===== config.mk =====
export PLATFORM = sky130hd
export DESIGN_NAME = data_ram_sdp_flat
export DESIGN_NICKNAME = d
export VERILOG_FILES = /design/src/rtl/data_ram_pkg.sv /design/src/rtl/data_ram_sdp_if.sv /design/src/rtl/data_ram_clr.sv /design/src/rtl/data_ram_sdp.sv /design/src/flat_wrapper.sv
export SDC_FILE = /design/constraint.sdc
export NUM_CORES = 2
export LEC_CHECK = 0
export CAP_MARGIN = 0
export CORE_AREA = 2 2 455 457
export CTS_BUF_LIST = sky130_fd_sc_hd__clkbuf_2 sky130_fd_sc_hd__clkbuf_4 sky130_fd_sc_hd__clkbuf_8
export DETAILED_ROUTE_END_ITERATION = 6
export DIE_AREA = 0 0 457 459
export GPL_ROUTABILITY_DRIVEN = 1
export HOLD_SLACK_MARGIN = 0.02
export PLACE_DENSITY_LB_ADDON = 0.05
export SYNTH_ARGS = -nofsm -noshare
export SYNTH_HDL_FRONTEND = slang
export SYNTH_SLANG_ARGS = --single-unit

===== constraint.sdc =====
create_clock -name clk -period 7.05 [get_ports clk]
set_input_delay 1.41 -clock clk [delete_from_list [all_inputs] [get_ports clk]]
set_output_delay 1.41 -clock clk [all_outputs]
set_load 0.01 [all_outputs]

===== src/rtl/data_ram_pkg.sv =====
// data_ram_pkg: shared types and default sizing for the simple-dual-port data RAM.
//   state_e      clear sequencer states (ST_CLEAR walks the array, ST_READY serves requests)
//   DW_DEF       default data width
//   AW_DEF       default address width (depth = 2**AW)
//   OUT_REG_DEF  default read pipeline depth selector (0: 1-cycle, 1: 2-cycle)
package data_ram_pkg;

  localparam int unsigned DW_DEF      = 8;
  localparam int unsigned AW_DEF      = 8;
  localparam int unsigned OUT_REG_DEF = 0;

  typedef enum logic {
    ST_CLEAR = 1'b0,
    ST_READY = 1'b1
  } state_e;

endpackage


===== src/rtl/data_ram_sdp_if.sv =====
// data_ram_sdp_if: request/response bundle between the processor and the data RAM.
//   cs, wr, waddr, data_in   write side (plus chip select), driven by the master
//   rd, raddr                read request, driven by the master
//   clr                      single-cycle full-clear request, driven by the master
//   data_out, rd_valid       read result and its one-cycle strobe, driven by the RAM
//   busy                     high while the RAM is clearing, driven by the RAM
interface data_ram_sdp_if
  import data_ram_pkg::*;
#(
  parameter int unsigned DW = DW_DEF,
  parameter int unsigned AW = AW_DEF
);

  logic          cs;
  logic          wr;
  logic [AW-1:0] waddr;
  logic [DW-1:0] data_in;
  logic          rd;
  logic [AW-1:0] raddr;
  logic          clr;
  logic [DW-1:0] data_out;
  logic          rd_valid;
  logic          busy;

  modport master (
    output cs, wr, waddr, data_in, rd, raddr, clr,
    input  data_out, rd_valid, busy
  );

  modport slave (
    input  cs, wr, waddr, data_in, rd, raddr, clr,
    output data_out, rd_valid, busy
  );

endinterface


===== src/rtl/data_ram_clr.sv =====
// data_ram_clr: clear sequencer for the data RAM.
// After reset, or on cs & clr while ready, it writes zero to every address in turn
// (one per cycle, address 0 upwards) and then returns to ST_READY.
//   clk          clock, rising edge
//   rst          synchronous active-high reset; restarts the sweep at address 0
//   i_cs         chip select; qualifies i_clr
//   i_clr        clear request pulse; ignored while a sweep is running
//   o_busy       high for the whole sweep
//   o_clr_we     write enable for the sweep (same as o_busy)
//   o_clr_addr   address being zeroed this cycle
module data_ram_clr
  import data_ram_pkg::*;
#(
  parameter int unsigned AW = AW_DEF
) (
  input  logic          clk,
  input  logic          rst,
  input  logic          i_cs,
  input  logic          i_clr,
  output logic          o_busy,
  output logic          o_clr_we,
  output logic [AW-1:0] o_clr_addr
);

  localparam logic [AW-1:0] LastAddr = {AW{1'b1}};

  state_e        r_state;
  state_e        w_state_nxt;
  logic [AW-1:0] r_cnt;
  logic [AW-1:0] w_cnt_nxt;

  always_ff @(posedge clk) begin
    if (rst) begin
      r_state <= ST_CLEAR;
      r_cnt   <= '0;
    end else begin
      r_state <= w_state_nxt;
      r_cnt   <= w_cnt_nxt;
    end
  end

  always_comb begin
    w_state_nxt = r_state;
    w_cnt_nxt   = r_cnt;
    o_busy      = 1'b0;
    o_clr_we    = 1'b0;
    unique case (r_state)
      ST_CLEAR: begin
        o_busy    = 1'b1;
        o_clr_we  = 1'b1;
        // cnt wraps to 0 on the last address, ready for the next sweep.
        w_cnt_nxt = r_cnt + 1'b1;
        if (r_cnt == LastAddr) begin
          w_state_nxt = ST_READY;
        end
      end
      ST_READY: begin
        if (i_cs && i_clr) begin
          w_state_nxt = ST_CLEAR;
          w_cnt_nxt   = '0;
        end
      end
      default: begin
        w_state_nxt = ST_CLEAR;
        w_cnt_nxt   = '0;
      end
    endcase
  end

  assign o_clr_addr = r_cnt;

endmodule


===== src/rtl/data_ram_sdp.sv =====
// data_ram_sdp: simple-dual-port data memory with one write port, one read port,
// write-first bypass, selectable read latency and a hardware clear sweep.
//   clk       clock, rising edge
//   rst       synchronous active-high reset; flushes reads and starts a clear sweep
//   bus       data_ram_sdp_if slave modport:
//               cs/wr/waddr/data_in  write request
//               rd/raddr             read request
//               clr                  clear request (wins over wr/rd in the same cycle)
//               data_out/rd_valid    read result, valid 1 (OUT_REG=0) or 2 (OUT_REG=1)
//                                    edges after the request is sampled
//               busy                 high during a clear sweep; requests are dropped
module data_ram_sdp
  import data_ram_pkg::*;
#(
  parameter int unsigned DW      = DW_DEF,
  parameter int unsigned AW      = AW_DEF,
  parameter int unsigned OUT_REG = OUT_REG_DEF
) (
  input  logic           clk,
  input  logic           rst,
  data_ram_sdp_if.slave  bus
);

  localparam int unsigned DEPTH = 1 << AW;

  logic [DW-1:0] r_mem [DEPTH];

  logic          w_busy;
  logic          w_clr_we;
  logic [AW-1:0] w_clr_addr;

  logic          w_req_ok;
  logic          w_wr_fire;
  logic          w_rd_fire;
  logic          w_we;
  logic [AW-1:0] w_waddr;
  logic [DW-1:0] w_wdata;
  logic [DW-1:0] w_rd_word;

  logic [DW-1:0] r_rd_data;
  logic          r_rd_vld;

  data_ram_clr #(
    .AW (AW)
  ) u_clr (
    .clk        (clk),
    .rst        (rst),
    .i_cs       (bus.cs),
    .i_clr      (bus.clr),
    .o_busy     (w_busy),
    .o_clr_we   (w_clr_we),
    .o_clr_addr (w_clr_addr)
  );

  // A request only counts when ready, selected, and not overridden by clr.
  assign w_req_ok  = ~w_busy & bus.cs & ~bus.clr;
  assign w_wr_fire = w_req_ok & bus.wr;
  assign w_rd_fire = w_req_ok & bus.rd;

  // The sweep owns the write port while busy; user writes are already blocked then.
  assign w_we    = w_clr_we | w_wr_fire;
  assign w_waddr = w_clr_we ? w_clr_addr : bus.waddr;
  assign w_wdata = w_clr_we ? '0 : bus.data_in;

  always_ff @(posedge clk) begin
    if (w_we) begin
      r_mem[w_waddr] <= w_wdata;
    end
  end

  // Write-first: a same-cycle write to the read address is forwarded.
  assign w_rd_word = (w_wr_fire && (bus.waddr == bus.raddr)) ? bus.data_in
                                                             : r_mem[bus.raddr];

  // First read stage; data holds between reads so data_out never glitches.
  always_ff @(posedge clk) begin
    if (rst) begin
      r_rd_data <= '0;
      r_rd_vld  <= 1'b0;
    end else begin
      r_rd_vld <= w_rd_fire;
      if (w_rd_fire) begin
        r_rd_data <= w_rd_word;
      end
    end
  end

  if (OUT_REG != 0) begin : g_out_reg
    logic [DW-1:0] r_out_data;
    logic          r_out_vld;

    // Not gated by busy: a read accepted before clr still completes.
    always_ff @(posedge clk) begin
      if (rst) begin
        r_out_data <= '0;
        r_out_vld  <= 1'b0;
      end else begin
        r_out_vld <= r_rd_vld;
        if (r_rd_vld) begin
          r_out_data <= r_rd_data;
        end
      end
    end

    assign bus.data_out = r_out_data;
    assign bus.rd_valid = r_out_vld;
  end else begin : g_no_out_reg
    assign bus.data_out = r_rd_data;
    assign bus.rd_valid = r_rd_vld;
  end

  assign bus.busy = w_busy;

endmodule

===== src/flat_wrapper.sv =====
// flat-port wrapper written by rule: the top's interface ports become plain ports
module data_ram_sdp_flat import data_ram_pkg::*;
#(
  parameter int unsigned DW      = DW_DEF,
  parameter int unsigned AW      = AW_DEF,
  parameter int unsigned OUT_REG = OUT_REG_DEF
)
  (clk, rst, bus_cs, bus_wr, bus_waddr, bus_data_in, bus_rd, bus_raddr, bus_clr, bus_data_out, bus_rd_valid, bus_busy);
  data_ram_sdp_if #(.DW(DW), .AW(AW)) bus_i ();
  input  logic clk;
  input  logic rst;
  input wire logic [$bits(bus_i.cs)-1:0] bus_cs;
  input wire logic [$bits(bus_i.wr)-1:0] bus_wr;
  input wire logic [$bits(bus_i.waddr)-1:0] bus_waddr;
  input wire logic [$bits(bus_i.data_in)-1:0] bus_data_in;
  input wire logic [$bits(bus_i.rd)-1:0] bus_rd;
  input wire logic [$bits(bus_i.raddr)-1:0] bus_raddr;
  input wire logic [$bits(bus_i.clr)-1:0] bus_clr;
  output wire logic [$bits(bus_i.data_out)-1:0] bus_data_out;
  output wire logic [$bits(bus_i.rd_valid)-1:0] bus_rd_valid;
  output wire logic [$bits(bus_i.busy)-1:0] bus_busy;
  assign bus_i.cs = bus_cs;
  assign bus_i.wr = bus_wr;
  assign bus_i.waddr = bus_waddr;
  assign bus_i.data_in = bus_data_in;
  assign bus_i.rd = bus_rd;
  assign bus_i.raddr = bus_raddr;
  assign bus_i.clr = bus_clr;
  assign bus_data_out = bus_i.data_out;
  assign bus_rd_valid = bus_i.rd_valid;
  assign bus_busy = bus_i.busy;
  data_ram_sdp #(.DW(DW), .AW(AW), .OUT_REG(OUT_REG)) u_core (.clk(clk), .rst(rst), .bus(bus_i));
endmodule

# Word-level counts from Yosys, hierarchy flattened
# Memories as Yosys holds them, arrays and structs flattened. A register that Yosys moved wholly into a read port is not among the register bits.
# Index checks and enable logic that the tools add are counted.
word_totals:
  ff_bits: 10
  ramBits: 2048
  input_bits: 30
  output_inout_bits: 10
  elab_cells: 25
  n_memories: 1
classes:
  n_addsub: 1
  n_eq_ne: 2
  n_mux: 10
  bitwise_logic: 7
  reduce_logical: 1
mem_list:
  columns: ["memory", "depth", "width", "rd", "rd_clocked_by_memory_dff", "wr", "line", "text"]
  rows:
  - ["u_core.r_mem", 256, 8, 1, 1, 1, "data_ram_sdp.sv:26", "logic [DW-1:0] r_mem [DEPTH];"]
ops:
  columns: ["cell", "count"]
  rows:
  - ["8-bit 2-to-1 mux", 3]
  - ["8-bit case mux with 2 select lines", 1]
  - ["8-bit by 1-bit adder with 8-bit output, second input constant", 1]
  - ["8-bit equality test, second input constant", 1]
  - ["1-bit 2-to-1 mux", 5]
  - ["1-bit AND", 4]
  - ["2-bit by 1-bit != test with 1-bit output, second input constant", 1]
  - ["1-bit inverter", 2]
  - ["1-bit case mux with 2 select lines", 1]
  - ["1-bit logical AND", 1]
  - ["1-bit OR", 1]

# Logic depth before layout (Yosys ltp)
logic_depth:
  depth_word: 6
  mapped_depth: 12
  mapped_depth_nobuf: 7

# By module
# From an unflattened synthesis, not the netlist that was laid out.
hier_totals:
  hier_cells: 3980
  area_unflattened_um2: 81159.1
modules_own_cells:
  columns: ["module", "n_inst", "cells_per_inst", "area_per_inst_um2", "seq_area_each_um2"]
  rows:
  - ["data_ram_sdp", 1, 3930, 80717.4, 61679.2]
  - ["data_ram_clr", 1, 50, 441.7, 180.2]

# Least setup slack after synthesis
# Ideal clock, no wire load.
synth_path:
  path_type: "input to register"
  start: "in bus_data_in[6]"
  end: "reg u_core.r_rd_data[6], in the netlist u_core.bus.data_out[6] (read register of u_core.r_mem)"
  t_arrival_ps: 5817
  required_ps: 6969
  path_slack_ps: 1152
  cell_stages: 4
  path_buffers: 0
  path_cell_list: "and2_1 o21ai_0 o41a_1 o21ai_1"
synth_lines:
  columns: ["item", "line", "text"]
  rows:
  - ["start: declaration", "flat_wrapper.sv:15", "input wire logic [$bits(bus_i.data_in)-1:0] bus_data_in;"]
  - ["end: declaration", "data_ram_sdp.sv:40", "logic [DW-1:0] r_rd_data;"]

==> results.md <==
* Die height at 459 µm
* YS warnings at 0
* Min cycle time layout at roughly 4700 ps
* GPL Wtd Cong at around 0.86
* Count of unique library cells instantiated by Yosys at 78
* Max Slew Vio Count at 0
* WL final at 276 mm
* Count leader, synth: edfxtp_1
* Startpoint class of the critical path: input port
* Slew headroom at 7.36%
* Worst hold path class: reg -> reg
* Initial Util at 39.7%
* Seq/Total Area, Yosys at 75.8%
* Clk_lat worst skew at 1100 ps
* Die Area at 210,000 µm²
* Setup TNS at 0 ps
* Asr flop ratio synth at 0%
* Clock sinks at between 2,000 and 2,500
* CP Max Fanout at between 60 and 70
* I/O pin count at 40
* Share of cells above drive strength 1 at 22.7%
* F_max at 214 MHz
* Routed Antenna Nets at 0
* Routed vias at about 44,000
* Iter 0 DRT Violations at roughly 5,000
* Most frequent cells after synthesis: edfxtp_1 (2,048), mux2i_1 (417), mux4_2 (331), nor2_1 (327), nand2_1 (166)
* Most area-hungry cell type in the Yosys netlist: edfxtp_1
* Initial antenna violation count at 25
* CP required at 8030 ps
* Post-DR wirelength/cell at around 37 µm
* #FFs+latches synth at 2,066
* Unrepaired setup endpoints after global routing: false
* Gates resized, CTS repair at 0
* Total grt overflow at 0
* Die width at 457 µm
* Synth Flop Type: edfxtp_1
* Peak supply drop at 174 µV
* Total GRT Usage at roughly a quarter
* Top post-synthesis cells by area: edfxtp_1 (75%), mux4_2 (9.1%), mux2i_1 (5.1%)
* CTS Hold Bufs at 0
* PwrDens at 273 nW/µm²
* Element type at the critical path end: register
* Core area at between 200,000 and 250,000 µm²
* Largest net degree at the start of global routing at around 170
* Clk root buf: clkbuf_8
* Nets at 4,570
* Cells after synthesis at 4,227
* Syn avg cell area at around 19 µm²
* Number of flops mapped to enable cells by yosys at approximately 2,000
* Reg clk slew, reported paths at 60 ps
* Htree depth at 5
* Synthesized cell area at 81,600 µm²
* Hold Crit Start: u_core.u_clr.o_clr_addr[4]$_SDFFE_PP0P_
* Placed inst area at 85,300 µm²
* Hold Vio Cnt, Final at 0
* Post-Layout Inst Area at 92,100 µm²
* Post-CTS setup buffer count at 0
* Period utilization at around two thirds
* Number of buffers created by CTS at roughly 370
* Final setup vio count at 0
* WP data arrival at between 5000 and 6000 ps
* Initial DRT Pass Iterations at 6
* Rows at 167
* Critical Path Source: bus_raddr[0]
* Status: finished clean
* First-pass GRT wire length at 376 mm
* DR vias/cell at between 5 and 6
* R2R Path Start: u_core.u_clr.r_state$_SDFF_PP0_
* CP Class: in -> reg
* # fillers at 17,900
* Least-Margin Pin Slew at about 1400 ps
* Static leakage at 31.6 nW
* Clk_skew at 78.0 ps
* Post-synth top area share at 75.4%
* MaxCap Viol Count at 0
* TritonCTS clock tree: yes
* Area growth, synth to finish at 12.9%
* Post-DP HPWL at 173 mm
* Syn_nets at 4,258
* IO buf count at 39
* Number of global-route vias before repair at 43,800
* # DRC at 0
* Max clock buf depth at 4
## through the flow
| step | total power [W] | std cells | worst slack [ps] | utilization [%] | hold slack [ps] |
|---|---|---|---|---|---|
| detailed placement | 0.0147 | 6872 | 1410 | 41.5 | 594 |
| CTS | 0.0253 | 7506 | 2600 | 44.8 | 601 |
| global route | 0.0259 | 7509 | 2420 | 44.8 | 647 |
| finish | 0.0251 | 7515 | 2380 | 44.8 | 607 |
| global placement | 0.0147 | 6871 | 1230 | 41.5 | 577 |
| floorplan | 0.0142 | 4227 | 1150 | - | 482 |
## where the power goes
part	internal [W]	switching, W	leakage [nW]
registers	0.0133	0.00000683	20.6
clock network	0.00571	0.00493	3.62
logic	0.000384	0.000773	7.33
## worst paths after layout
path              cells after the start  slack, ps                                      end
hold reg to reg                       2        610  u_core.u_clr.o_clr_addr[4]$_SDFFE_PP0P_
setup / recovery                      9       2380      u_core.bus.data_out[1]$_SDFFE_PP0P_
hold / removal                        2        610  u_core.u_clr.o_clr_addr[4]$_SDFFE_PP0P_
setup reg to reg                      6       2980           u_core.r_mem[236][6]$_DFFE_PP_
## critical path, cell delays in order
cell	delay (ps)
buf_8	530
and4b_1	590
buf_4	370
a2111oi_0	1100
nand2_1	110
a211oi_1	650
a21oi_1	290
o311a_1	210
a22oi_1	140
## sequential cells by signal, indices dropped and copies added (netlist names)
name	flops
u_core.r_mem	2048
u_core.bus.data_out	8
u_core.u_clr.o_clr_addr	8
u_core.bus.rd_valid	1
u_core.u_clr.r_state	1
## cells by family (layout without fill, tap and decap cells)
group           after synthesis  count (layout)  synth area share [%]
flops                      2066            2066                  75.8
mux                         751             751                  14.3
simple gates                715             715                  4.01
compound gates              418             418                  3.66
buf+inv                     268             843                  2.11
xor+xnor                      8               8                0.0859
fa+ha+maj                     1               1                0.0153
other cells                   0               9                     0
## metal layers
layer  GRT usage (%)  up-vias  routed length, µm
met5               0        -                 74
met4            9.09       10               9860
met3            4.83      473              19000
met2            41.1     1879             129000
met1            36.5    23700             118000
li1                -    18000                  -
## layout make-up
| cell class | count | area, µm² | area share, % |
|---|---|---|---|
| diodes | 9 | 22.5 | 0.0244 |
| multi-input cells | 1893 | 18200 | 19.8 |
| inverters | 16 | 87.6 | 0.0951 |
| repair buffers | 193 | 1770 | 1.92 |
| clock buffers | 492 | 6040 | 6.56 |
| well taps | 2704 | 3380 | 3.67 |
| clock inverters | 142 | 741 | 0.804 |
| flip-flops and latches | 2066 | 61900 | 67.1 |
## placed cells by master, fill, tap and decap left out, drive strengths merged, types with 33 or more instances in the layout
cell and count:
edfxtp 2048, clkbuf 492, mux2i 417, mux4 331
nor2 328, nand2 166, buf 160, a22oi 136
clkinv 132, nand3 64, o22ai 50, a21oi 46
o21ai 43, clkdlybuf4s50 33
Note: power is estimated with default switching activity, not from simulation.
